`src/rtl/tail_light_ctrl_if.sv`:
```
// Request and lamp bundle between the switch inputs and the tail-light sequencer.
interface tail_light_ctrl_if;
    logic L;
    logic R;
    logic H;
    logic B;
    logic La;
    logic Lb;
    logic Lc;
    logic Ra;
    logic Rb;
    logic Rc;
    logic busy;

    modport master (output L, R, H, B, input La, Lb, Lc, Ra, Rb, Rc, busy);
    modport slave  (input L, R, H, B, output La, Lb, Lc, Ra, Rb, Rc, busy);
endinterface

```
`src/rtl/tail_light_ctrl.sv`:
```
// Tail-light sequencer: prioritised turn/hazard/brake arbitration with prescaled lamp stepping.
// Optional macro TAIL_LIGHT_CANCEL_EN: an opposite-side request aborts a running sweep.
module tail_light_ctrl #(
    parameter int TICK_DIV = 4
) (
    input  logic               clk,
    input  logic               reset,
    tail_light_ctrl_if.slave   lamps
);

    // state | meaning
    // IDLE  | arbitrating, lamps show brake only     L1..L3 / R1..R3 | sweep step 1..3
    // HAZ_ON / HAZ_OFF | hazard flash phases, brake ignored
    localparam logic [3:0] IDLE    = 4'd0;
    localparam logic [3:0] L1      = 4'd1;
    localparam logic [3:0] L2      = 4'd2;
    localparam logic [3:0] L3      = 4'd3;
    localparam logic [3:0] R1      = 4'd4;
    localparam logic [3:0] R2      = 4'd5;
    localparam logic [3:0] R3      = 4'd6;
    localparam logic [3:0] HAZ_ON  = 4'd7;
    localparam logic [3:0] HAZ_OFF = 4'd8;

    localparam int CW = (TICK_DIV > 1) ? $clog2(TICK_DIV) : 1;

    logic [3:0]    state;
    logic [3:0]    state_nx;
    logic [CW-1:0] cnt;
    logic          b_q;
    logic          tick;
    logic [2:0]    left_on;
    logic [2:0]    right_on;

    assign tick = (cnt == CW'(TICK_DIV - 1));

    always_comb begin
        state_nx = state;
        case (state)
            IDLE: begin
                if (lamps.H || (lamps.L && lamps.R)) state_nx = HAZ_ON;
                else if (lamps.L)                    state_nx = L1;
                else if (lamps.R)                    state_nx = R1;
            end
            L1, L2, L3: begin
                if (lamps.H) state_nx = HAZ_ON;
`ifdef TAIL_LIGHT_CANCEL_EN
                else if (lamps.R && !lamps.L) state_nx = IDLE;
`endif
                else if (tick) state_nx = (state == L1) ? L2 : (state == L2) ? L3 : IDLE;
            end
            R1, R2, R3: begin
                if (lamps.H) state_nx = HAZ_ON;
`ifdef TAIL_LIGHT_CANCEL_EN
                else if (lamps.L && !lamps.R) state_nx = IDLE;
`endif
                else if (tick) state_nx = (state == R1) ? R2 : (state == R2) ? R3 : IDLE;
            end
            HAZ_ON:  if (tick) state_nx = HAZ_OFF;
            HAZ_OFF: if (tick) state_nx = lamps.H ? HAZ_ON : IDLE;
            default: state_nx = IDLE;
        endcase
    end

    // Counter restarts on every state change; IDLE holds it at zero.
    always_ff @(posedge clk) begin
        if (reset) begin
            state <= IDLE;
            cnt   <= '0;
            b_q   <= 1'b0;
        end else begin
            state <= state_nx;
            b_q   <= lamps.B;
            if (state_nx != state || state_nx == IDLE) cnt <= '0;
            else                                       cnt <= cnt + CW'(1);
        end
    end

    always_comb begin
        left_on  = 3'b000;
        right_on = 3'b000;
        case (state)
            IDLE:    begin left_on = {3{b_q}}; right_on = {3{b_q}}; end
            L1:      begin left_on = 3'b001;   right_on = {3{b_q}}; end
            L2:      begin left_on = 3'b011;   right_on = {3{b_q}}; end
            L3:      begin left_on = 3'b111;   right_on = {3{b_q}}; end
            R1:      begin left_on = {3{b_q}}; right_on = 3'b001;   end
            R2:      begin left_on = {3{b_q}}; right_on = 3'b011;   end
            R3:      begin left_on = {3{b_q}}; right_on = 3'b111;   end
            HAZ_ON:  begin left_on = 3'b111;   right_on = 3'b111;   end
            default: begin left_on = 3'b000;   right_on = 3'b000;   end
        endcase
    end

    assign lamps.La   = left_on[0];
    assign lamps.Lb   = left_on[1];
    assign lamps.Lc   = left_on[2];
    assign lamps.Ra   = right_on[0];
    assign lamps.Rb   = right_on[1];
    assign lamps.Rc   = right_on[2];
    assign lamps.busy = (state != IDLE);

endmodule

```
`src/flat_wrapper.sv`:
```
// flat-port wrapper written by rule: the top's interface ports become plain ports
module tail_light_ctrl_flat 
#(
    parameter int TICK_DIV = 4
)
  (clk, reset, lamps_L, lamps_R, lamps_H, lamps_B, lamps_La, lamps_Lb, lamps_Lc, lamps_Ra, lamps_Rb, lamps_Rc, lamps_busy);
  tail_light_ctrl_if lamps_i ();
  input  logic clk;
  input  logic reset;
  input wire logic [$bits(lamps_i.L)-1:0] lamps_L;
  input wire logic [$bits(lamps_i.R)-1:0] lamps_R;
  input wire logic [$bits(lamps_i.H)-1:0] lamps_H;
  input wire logic [$bits(lamps_i.B)-1:0] lamps_B;
  output wire logic [$bits(lamps_i.La)-1:0] lamps_La;
  output wire logic [$bits(lamps_i.Lb)-1:0] lamps_Lb;
  output wire logic [$bits(lamps_i.Lc)-1:0] lamps_Lc;
  output wire logic [$bits(lamps_i.Ra)-1:0] lamps_Ra;
  output wire logic [$bits(lamps_i.Rb)-1:0] lamps_Rb;
  output wire logic [$bits(lamps_i.Rc)-1:0] lamps_Rc;
  output wire logic [$bits(lamps_i.busy)-1:0] lamps_busy;
  assign lamps_i.L = lamps_L;
  assign lamps_i.R = lamps_R;
  assign lamps_i.H = lamps_H;
  assign lamps_i.B = lamps_B;
  assign lamps_La = lamps_i.La;
  assign lamps_Lb = lamps_i.Lb;
  assign lamps_Lc = lamps_i.Lc;
  assign lamps_Ra = lamps_i.Ra;
  assign lamps_Rb = lamps_i.Rb;
  assign lamps_Rc = lamps_i.Rc;
  assign lamps_busy = lamps_i.busy;
  tail_light_ctrl #(.TICK_DIV(TICK_DIV)) u_core (.clk(clk), .reset(reset), .lamps(lamps_i));
endmodule
```
`config.mk`:
```
export PLATFORM = sky130hd
export DESIGN_NAME = tail_light_ctrl_flat
export DESIGN_NICKNAME = d
export VERILOG_FILES = /design/src/rtl/tail_light_ctrl_if.sv /design/src/rtl/tail_light_ctrl.sv /design/src/flat_wrapper.sv
export SDC_FILE = /design/constraint.sdc
export NUM_CORES = 1
export LEC_CHECK = 0
export ABC_AREA = 1
export CORE_MARGIN = 8
export CORE_UTILIZATION = 49
export DETAILED_ROUTE_END_ITERATION = 8
export GPL_ROUTABILITY_DRIVEN = 0
export PLACE_DENSITY = 0.82
export SETUP_SLACK_MARGIN = 0.3
export SYNTH_ARGS = -nofsm -noshare
export SYNTH_HDL_FRONTEND = slang
export SYNTH_SLANG_ARGS = --single-unit
```
`constraint.sdc`:
```
create_clock -name clk -period 1.6 [get_ports clk]
set_input_delay 0.4 -clock clk [delete_from_list [all_inputs] [get_ports clk]]
set_output_delay 0.4 -clock clk [all_outputs]
set_load 0.005 [all_outputs]
```
==> flow_summary.toml, run 1 <==
[clock_network]
clk_latency_ns = 0.25
clock_path_buffers = 2
postCtsHoldBufs = 0
clk_pin_slew_ns = 0.06
tritoncts = "yes"
htreeDepth = 1
root_buffer = "clkbuf_4"
cts-buffers-inserted = 3
cts.sinks = 7

[setup_path]
ff2ff_path_depth = 14
cp-endpoint = "lamps_La"
rrSetupSlack_ns = -0.15
cp_num_cells = 7
path_cells = "nand2_4, nand3_4, nand2_2, nand2_2, nand2_2, a31o_4, buf_6"
path_delay_family = "flip-flops"
worst_r2r_endpoint = "u_core.cnt[0]$_SDFF_PP0_"
critical_path_class = "reg -> out"
cp-start-kind = "flop"
r2r-start = "u_core.state[3]$_SDFF_PP0_"
cp_common_cell = "nand2_2"
path_max_fanout = 5
critPathLaunch = "u_core.state[0]$_SDFF_PP0_"
critical_path.max_stage_delay_ns = 0.43
arrival_ns = 1.36
crit_path_end_kind = "primary output"
cp_num_buf_inv = 1
cpMaxStageDelayCell = "dfxtp_4"
critPathRequiredTime_ns = 1.20

[floorplanning]
chipWidth_um = 52.1
die_y_um = 52.1
initial_utilization_pct = 51.0
rows = 13
dieArea_sq_mm = 0.00272
core_sq_mm = 0.00125
io_pins = 13

[place]
dp_hpwl_um = 1490
placed_cells = 155
post-place-ws_ns = -0.260
io_buffer_count = 12

[timing]
max_slew_margin_pct = 82.5
fmaxAchievable_mhz = 568
finClkSkew_ns = 0.00973
rsz0062_at_grt = "yes"
timing.final.hold_violations = 0
period_share_pct = 110
whs_ns = 0.433
timing.final.ws_setup_ns = -0.161
finalMaxSlewViolations = 0
setup_violations = 9
finalCriticalPeriod_ns = 1.76
tightest_slew_ns = 0.262

[pwr]
vdd_drop_max_mv = 0.755
leakagePower_nw = 0.610
power_density_mw_per_mm2 = 728

[finish]
drive_above_1_share_pct = 51.6
utilization_pct = 92.0
mostFrequentLayoutCells = "29 x nand2_1, 23 x buf_4, 13 x nor2_1"
mostFrequentLayoutCell = "nand2_1"
area_growth_pct = 80.2
fillCellCount = 50
nNetsFinal = 163
stdcell_count = 170
n_antenna_cell = 0

[global_routing]
grt_antenna_before_repair = 0
overflow = 0
track_usage_pct = 16.2
grt_max_degree = 10
grt_pass1_wl_um = 3490
grt_pass1_vias = 865

[logic_synthesis]
synth.avg_cell_area_sq_um = 5.81
synth_nets = 117
netlist.area_leader.share_pct = 22.9
ys_types = 20
ys_seq_elements = 7
synth_cells = 110
synth_area_leaders = "nand2_1 23%, dfxtp_1 22%, nor2_1 8.2%"
synth_area_leader_cell = "nand2_1"
synth.yosys.seq_area_share_pct = 21.9
synthesis.area_sq_um = 639
yosys_warnings = 0

[route]
met3_length_um = 288
wl_per_cell_um = 19.1
top_layer = "met4"
firstDrtPassIters = 5
drc = 0
viasPerCell = 5.97
vias = 1015
drt_wl_total_um = 3240
wl_met1_um = 1180
wl_met2_um = 1540
drtIter0Drc = 73
drtAntennaViolNets = 0

[worst_hold_path]
min-delay-start = "u_core.cnt[0]$_SDFF_PP0_"
min_path_type = "reg -> reg"

[run_status]
violations = "setup timing"
status = "complete, but fails checks"

[job]
maxCapViolations = 0
==> where the power goes <==
group	internal (mW)	total (mW)	switching, mW	leakage, nW
Combinational	0.233	0.461	0.228	0.532
Sequential	0.187	0.219	0.0317	0.0605
Clock	0.0913	0.158	0.0666	0.0177
==> area by class of cell <==
type / instances / area (sq um) / share of cell area [%]
flip-flops and latches: 7 / 156 / 13.6
clock inverters: 1 / 5.00 / 0.434
clock buffers: 3 / 22.5 / 1.95
well taps: 15 / 18.8 / 1.63
inverters: 13 / 51.3 / 4.45
repair buffers: 45 / 388 / 33.7
multi-input cells: 86 / 510 / 44.3
==> synthesized netlist by cell type <==
cell     number
nor2_1       14
nand2_2       5
o21ai_1       1
a31o_2        1
nor2_2        1
nand4_2       1
dfxtp_1       7
a21oi_1       3
buf_2         1
nand3_1       9
o21ai_0       5
inv_1         8
nand3_2       1
nor2_8        1
nand2_1      39
buf_4         1
buf_6         2
ha_1          1
inv_2         5
nand4_1       4
==> through the flow <==
step / TNS, ns / cell area (sq um) / power, mW
after CTS: -0.442 / 1010 / 0.709
after global routing: -1.43 / 1150 / 0.887
after detailed placement: -1.85 / 931 / 0.545
after floorplan: 0 / 672 / 0.379
final: -0.900 / 1150 / 0.838
after global placement: -1.48 / 931 / 0.537
==> kinds of logic (layout without fill, tap and decap cells) <==
| group | count (synthesis) | count (layout) | synth area share (%) |
|---|---|---|---|
| buf+inv | 17 | 62 | 13.1 |
| simple gates | 75 | 75 | 54.6 |
| flops | 7 | 7 | 21.9 |
| fa+ha+maj | 1 | 1 | 1.96 |
| compound gates | 10 | 10 | 8.41 |
==> how the worst min path moves through the flow <==
stage	end	slack, ns	cells past startpoint
floorplan	u_core.cnt[0]$_SDFF_PP0_	0.38	1
global placement	u_core.cnt[0]$_SDFF_PP0_	0.39	1
detailed placement	u_core.cnt[0]$_SDFF_PP0_	0.39	1
CTS	u_core.cnt[0]$_SDFF_PP0_	0.40	1
global route	u_core.cnt[0]$_SDFF_PP0_	0.46	1
finish	u_core.cnt[0]$_SDFF_PP0_	0.43	1
==> worst register-to-register path: stages, from the launching register on <==
cell	delay (ns)
dfxtp_4	0.37
inv_2	0.11
nand3_4	0.10
buf_4	0.15
buf_4	0.13
buf_4	0.12
buf_4	0.13
nand2_1	0.07
nand2_1	0.06
nand4_1	0.11
nand2_1	0.07
nand2_1	0.06
nor2_1	0.04
nand2_1	0.07
nor2_1	0.04
==> flip-flops by register name, summed over array words and instances (netlist names) <==
name / cells
u_core.cnt: 2
u_core.state: 4
u_core.b_q: 1
==> timing repair <==
item,CTS,global route
buffers inserted,6,5
gates resized for setup,30,34
pin swaps,5,9
endpoints found under the hold margin,0,0
endpoints found under the setup margin,12,11
==> metal layers <==
layer	track usage, %	vias up
li1	-	442
met1	18.2	447
met2	29.2	91
met3	1.14	35
met4	8.41	0
met5	0	-
Power figures use the tool's default switching activity.
==> inputs of run 2 (changes only) <==
--- a/config.mk
+++ b/config.mk
@@ -6,7 +6,7 @@
 export NUM_CORES = 1
 export LEC_CHECK = 0
 export ABC_AREA = 1
-export CORE_MARGIN = 8
+export CORE_MARGIN = 3
 export CORE_UTILIZATION = 49
 export DETAILED_ROUTE_END_ITERATION = 8
 export GPL_ROUTABILITY_DRIVEN = 0
==> run 2 against run 1 <==
  * The flow now stops in global routing
  * Synthesized cell count is the same
  * Area after synthesis unchanged
==> flow_summary.toml, run 2 <==
[run_status]
status = "did not finish"
stop_stage = "global routing"
error = "[ERROR DPL-0038] Utilization greater than 100%, impossible to legalize"

[place]
placed_cells = 153
dp_hpwl_um = 1380
io_buffer_count = 12
placed_area_sq_um = 922

[logic_synthesis]
netlist.area_leader.share_pct = 22.9
synth_cells = 110
synth.yosys.seq_area_share_pct = 21.9
synth_nets = 117
synthArstFlopShare_pct = 0
synth-edff-count = 0
ys_types = 20
synth_area_leader_cell = "nand2_1"
synth_common_cells = "39 x nand2_1, 14 x nor2_1, 9 x nand3_1"
yosysMostFrequentCell = "nand2_1"
synth_area_leaders = "nand2_1 23%, dfxtp_1 22%, nor2_1 8.2%"
synth.avg_cell_area_sq_um = 5.81
yosys_warnings = 0
synthesis.area_sq_um = 639
yosys_most_used_dff = "dfxtp_1"
ys_seq_elements = 7

[floorplanning]
die_y_um = 42.1
initial_utilization_pct = 54.6
rows = 12
chipWidth_um = 42.1
io_pins = 13

[global_routing]
grt_max_degree = 10

[clock_network]
clock_path_buffers = 2
postCtsHoldBufs = 0
htreeDepth = 1
cts.sinks = 7
root_buffer = "clkbuf_4"
cts-buffers-inserted = 3

[timing]
worst-endpoint-pin-kind = "output port"
postGrtWorstEndpoint = "lamps_La"
## run 2: cell counts after synthesis
No cell type changed its count.
## run 2: kinds of logic after synthesis
| kind of cell | count (synthesis) | synth area share [%] |
|---|---|---|
| buffers and inverters | 17 | 13.1 |
| AND/OR/NAND/NOR | 75 | 54.6 |
| flip-flops | 7 | 21.9 |
| adder cells (fa/ha/maj) | 1 | 1.96 |
| AO/OA/AOI/OAI | 10 | 8.41 |
## run 2: stage by stage
stage,setup TNS (ns),setup slack [ns],util (%)
after CTS,-0.228,-0.153,90.4
after detailed placement,-1.73,-0.285,78.7
after global placement,-1.39,-0.230,78.7
after floorplan,0,0.246,-
## run 2: repair_timing
action,in CTS
gates resized for setup,51
pin swaps,13
buffers inserted,9
setup endpoints to repair,11
==> inputs of run 3 (changes only) <==
--- a/config.mk
+++ b/config.mk
@@ -6,12 +6,11 @@
 export NUM_CORES = 1
 export LEC_CHECK = 0
 export ABC_AREA = 1
-export CORE_MARGIN = 3
-export CORE_UTILIZATION = 49
+export CORE_AREA = 3 3 64 66
 export DETAILED_ROUTE_END_ITERATION = 8
+export DIE_AREA = 0 0 67 69
 export GPL_ROUTABILITY_DRIVEN = 0
-export PLACE_DENSITY = 0.82
-export SETUP_SLACK_MARGIN = 0.3
+export PLACE_DENSITY_LB_ADDON = 0.15
 export SYNTH_ARGS = -nofsm -noshare
 export SYNTH_HDL_FRONTEND = slang
 export SYNTH_SLANG_ARGS = --single-unit
==> run 3 against run 2 <==
  * The flow now finishes, with violations (setup timing)
==> flow_summary.toml, run 3 (synthesized netlist as in run 1, its figures left out) <==
[timing]
rsz0062_at_grt = "yes"
finClkSkew_ns = 0.00160
fmaxAchievable_mhz = 592
timing.setup.tns_ns = -0.104
whs_ns = 0.431
timing.final.ws_setup_ns = -0.0881
tightest_slew_ns = 0.187
period_share_pct = 106
finalMaxSlewViolations = 0
setup_violations = 2
max_slew_margin_pct = 87.4
timing.final.hold_violations = 0
finalCriticalPeriod_ns = 1.69

[global_routing]
grt_antenna_before_repair = 0
overflow = 0
track_usage_pct = 8.99
grt_pass1_vias = 766
grt_pass1_wl_um = 3350
grt_max_degree = 7

[route]
vias = 824
firstDrtPassIters = 4
drc = 0
wl_per_cell_um = 9.71
drt_wl_total_um = 1980
drtAntennaViolNets = 0
drtIter0Drc = 34
viasPerCell = 4.04

[setup_path]
r2r-start = "u_core.state[1]$_SDFF_PP0_"
path_max_fanout = 4
critPathLaunch = "u_core.state[1]$_SDFF_PP0_"
critPathRequiredTime_ns = 1.20
critical_path_class = "reg -> out"
cp-start-kind = "flop"
arrival_ns = 1.29
crit_path_end_kind = "primary output"

[finish]
utilization_pct = 31.4
mostFrequentLayoutCells = "34 x nand2_1, 27 x buf_4, 13 x nor2_1"
largest_reg_flops = 4
largest_registers = "u_core.state x4, u_core.cnt x2, u_core.b_q x1"
drive_above_1_share_pct = 47.4
area_growth_pct = 78.3
mostFrequentLayoutCell = "nand2_1"
largest_register = "u_core.state"
stdcell_count = 204
fillCellCount = 421
final_area_sq_mm = 0.00114
n_antenna_cell = 0
nNetsFinal = 164

[floorplanning]
io_pins = 13
die_y_um = 69
core_sq_mm = 0.00363
chipWidth_um = 67
dieArea_sq_mm = 0.00462
initial_utilization_pct = 17.6
rows = 22

[clock_network]
clk_latency_ns = 0.23
root_buffer = "clkbuf_8"
htreeDepth = 1
cts-buffers-inserted = 3
clock_path_buffers = 2
clk_pin_slew_ns = 0.04
cts.sinks = 7
tritoncts = "yes"

[worst_hold_path]
min_path_type = "reg -> reg"
min-delay-start = "u_core.cnt[0]$_SDFF_PP0_"

[pwr]
swShare_pct = 32.4
p_int_mw = 0.565
clockPowerShare_pct = 29.7
p_total_mw = 0.835
switchingPower_mw = 0.270
comb_power_share_pct = 46.0
seq_power_share_pct = 24.3
vdd_drop_max_mv = 0.321
power_density_mw_per_mm2 = 732
leakagePower_nw = 0.585

[place]
io_buffer_count = 12
post-place-ws_ns = -0.280
placed_cells = 194
dp_hpwl_um = 1640
placed_area_sq_um = 995

[run_status]
violations = "setup timing"
status = "complete, but fails checks"

[job]
maxCapViolations = 0
## run 3: per-layer routing
metal  routed length (um)  vias up  GRT usage (%)
met5                    0        -              0
met4                   23        0           3.38
met3                   57        4           1.30
met2                  892       10           13.3
met1                 1010      370           12.9
li1                     -      440              -
## run 3: worst paths after layout
check	end	slack (ns)	depth (start not counted)
max	lamps_La	-0.09	6
min	u_core.cnt[0]$_SDFF_PP0_	0.43	1
max reg2reg	u_core.cnt[0]$_SDFF_PP0_	0.06	14
min reg2reg	u_core.cnt[0]$_SDFF_PP0_	0.43	1
## run 3: power by group through the flow
| stage | Sequential [mW] | Combinational, mW | Clock [mW] |
|---|---|---|---|
| final | 0.203 | 0.384 | 0.248 |
| after global placement | 0.203 | 0.347 | 0 |
| after global routing | 0.204 | 0.427 | 0.263 |
| after floorplan | 0.195 | 0.175 | 0 |
| after CTS | 0.202 | 0.352 | 0.256 |
| after detailed placement | 0.203 | 0.347 | 0 |
## run 3: repair_timing
item                                    in CTS  in global routing
resized for setup                           37                 19
pin swaps                                    3                 10
endpoints found under the setup margin       9                 10
setup buffers                                2                  4
hold buffers                                 0                  0
## run 3: final cells by class
type | instances | area (sq um) | share of cell area, %
clock buffers | 3 | 41.3 | 3.62
well taps | 48 | 60.1 | 5.27
inverters | 13 | 51.3 | 4.50
flip-flops and latches | 7 | 153 | 13.4
multi-input cells | 86 | 458 | 40.2
repair buffers | 46 | 372 | 32.6
clock inverters | 1 | 5.00 | 0.439
## run 3: worst max-delay path, stage by stage, from the launching register on
cell and delay [ns]:
dfxtp_2 0.32, buf_6 0.13, buf_4 0.13, inv_4 0.07, nand2_2 0.05, a31o_2 0.23
buf_2 0.12
==> inputs of run 4 (changes only) <==
--- a/config.mk
+++ b/config.mk
@@ -6,11 +6,10 @@
 export NUM_CORES = 1
 export LEC_CHECK = 0
 export ABC_AREA = 1
-export CORE_AREA = 3 3 64 66
+export CORE_AREA = 2 2 63 65
 export DETAILED_ROUTE_END_ITERATION = 8
-export DIE_AREA = 0 0 67 69
+export DIE_AREA = 0 0 65 67
 export GPL_ROUTABILITY_DRIVEN = 0
-export PLACE_DENSITY_LB_ADDON = 0.15
 export SYNTH_ARGS = -nofsm -noshare
 export SYNTH_HDL_FRONTEND = slang
 export SYNTH_SLANG_ARGS = --single-unit
==> run 4 against run 3 <==
  * The run still ends with setup timing left
  * Utilization decreased by 0.73 points
  * Clock skew increased by 0.0024 ns
  * Global-route usage increased by 0.97 points
  * Sequential power increased by 6%
  * Sequential cell count unchanged
  * Wire length decreased by 1.5%
  * Non-clock buffer count decreased by 6
  * Critical path type unchanged
  * Power decreased by 4.1%
  * Worst hold slack got worse by 0.0041 ns
  * Via count decreased by 1.7%
  * Clock power about the same
  * Count of clock-buffer cells in the layout increased by 1
==> flow_summary.toml, run 4 (synthesized netlist as in run 1, its figures left out) <==
[run_status]
status = "complete, but fails checks"
violations = "setup timing"

[route]
firstDrtPassIters = 4
drtAntennaViolNets = 0
wl_per_cell_um = 9.85
drc = 0
drtIter0Drc = 25
viasPerCell = 4.09
drt_wl_total_um = 1950
vias = 810

[setup_path]
cp_num_cells = 7
path_cells = "nand2_4, nand3_4, nand2_1, nand2_1, nand2_1, a31o_2, buf_2"
critPathRequiredTime_ns = 1.20
path_max_fanout = 4
critical_path_class = "reg -> out"
critPathLaunch = "u_core.state[0]$_SDFF_PP0_"
cp-start-kind = "flop"
crit_path_end_kind = "primary output"
path_delay_family = "flip-flops"
r2r-start = "u_core.state[1]$_SDFF_PP0_"
cp_common_cell = "nand2_1"
ff2ff_path_depth = 13
cp_num_buf_inv = 1
cpMaxStageDelayCell = "dfxtp_4"
arrival_ns = 1.28
worst_r2r_endpoint = "u_core.cnt[0]$_SDFF_PP0_"
cp-endpoint = "lamps_La"
critical_path.max_stage_delay_ns = 0.40
rrSetupSlack_ns = 0.09

[timing]
finalCriticalPeriod_ns = 1.68
tightest_slew_ns = 0.191
max_slew_margin_pct = 87.2
whs_ns = 0.427
timing.final.ws_setup_ns = -0.0795
period_share_pct = 105
timing.final.hold_violations = 0
rsz0062_at_grt = "yes"
finalMaxSlewViolations = 0
fmaxAchievable_mhz = 595
finClkSkew_ns = 0.00404
setup_violations = 1

[place]
post-place-ws_ns = -0.305
io_buffer_count = 12
placed_area_sq_um = 950
dp_hpwl_um = 1430

[clock_network]
cts.sinks = 7
htreeDepth = 1
cts-buffers-inserted = 3
clk_latency_ns = 0.23
root_buffer = "clkbuf_8"
clock_path_buffers = 2
tritoncts = "yes"
clk_pin_slew_ns = 0.04

[finish]
largest_reg_flops = 4
drive_above_1_share_pct = 42.7
largest_register = "u_core.state"
final_area_sq_mm = 0.00110
mostFrequentLayoutCell = "nand2_1"
area_growth_pct = 72.8
n_antenna_cell = 0
mostFrequentLayoutCells = "37 x nand2_1, 24 x buf_4, 13 x nor2_1"
multi_input_area_sq_um = 462
largest_registers = "u_core.state x4, u_core.cnt x2, u_core.b_q x1"
seq_area_sq_um = 155
fillCellCount = 394
nNetsFinal = 158

[global_routing]
grt_pass1_vias = 750
grt_max_degree = 9
track_usage_pct = 9.96
grt_antenna_before_repair = 0
grt_pass1_wl_um = 3290
overflow = 0

[floorplanning]
io_pins = 13
chipWidth_um = 65
rows = 22
initial_utilization_pct = 17.7
die_y_um = 67
core_sq_mm = 0.00361
dieArea_sq_mm = 0.00436

[worst_hold_path]
min_path_type = "reg -> reg"
min-delay-start = "u_core.cnt[0]$_SDFF_PP0_"

[pwr]
vdd_drop_max_mv = 0.527
leakagePower_nw = 0.561
power_density_mw_per_mm2 = 725

[job]
maxCapViolations = 0
## run 4: cell count changes in the layout (fill, tap and decap cells not counted), sizes merged
cell and change:
buf -8, clkdlybuf4s15 +3, clkinv -1, dlygate4sd2 -1, dlymetal6s2s +1
## run 4: worst min path at each step
stage	cells past startpoint	to
6_report	1	u_core.cnt[0]$_SDFF_PP0_
5_1_grt	1	u_core.cnt[0]$_SDFF_PP0_
4_1_cts	1	u_core.cnt[0]$_SDFF_PP0_
3_5_place_dp	1	u_core.cnt[0]$_SDFF_PP0_
3_3_place_gp	1	u_core.cnt[0]$_SDFF_PP0_
2_1_floorplan	1	u_core.cnt[0]$_SDFF_PP0_
## run 4: metal layers
metal	vias to the layer above	wire length [um]	track usage, %
met5	-	0	0
met4	0	11	2.13
met3	2	94	3.55
met2	14	1000	17.9
met1	366	840	11.3
li1	428	-	-
## run 4: final cells by class
type	count	share of cell area, %
clock buffers	4	4.08
well taps	48	5.44
inverters	13	4.87
repair buffers	40	29.8
multi-input cells	86	41.8
flip-flops and latches	7	14.0
## run 4: timing repair
action	in CTS	in global routing
hold buffers	0	0
setup endpoints to repair	9	9
pin swaps	3	4
gates cloned	0	0
gates resized for setup	40	11
setup buffers	5	1
hold endpoints to repair	0	0
## run 4: stage by stage
stage / total power [mW] / util [%] / std cells / setup TNS, ns
floorplan: 0.369 / - / 110 / 0
global placement: 0.522 / 26.3 / 188 / -1.96
detailed placement: 0.521 / 26.3 / 188 / -1.85
CTS: 0.790 / 29.7 / 197 / -0.0630
global route: 0.853 / 30.6 / 198 / -0.415
finish: 0.801 / 30.6 / 198 / -0.0795
## run 4: where the power goes
part | switching (mW) | total [mW] | leakage, nW | internal, mW
clock network | 0.0734 | 0.245 | 0.0228 | 0.172
registers | 0.0268 | 0.215 | 0.0600 | 0.188
logic | 0.161 | 0.341 | 0.478 | 0.179
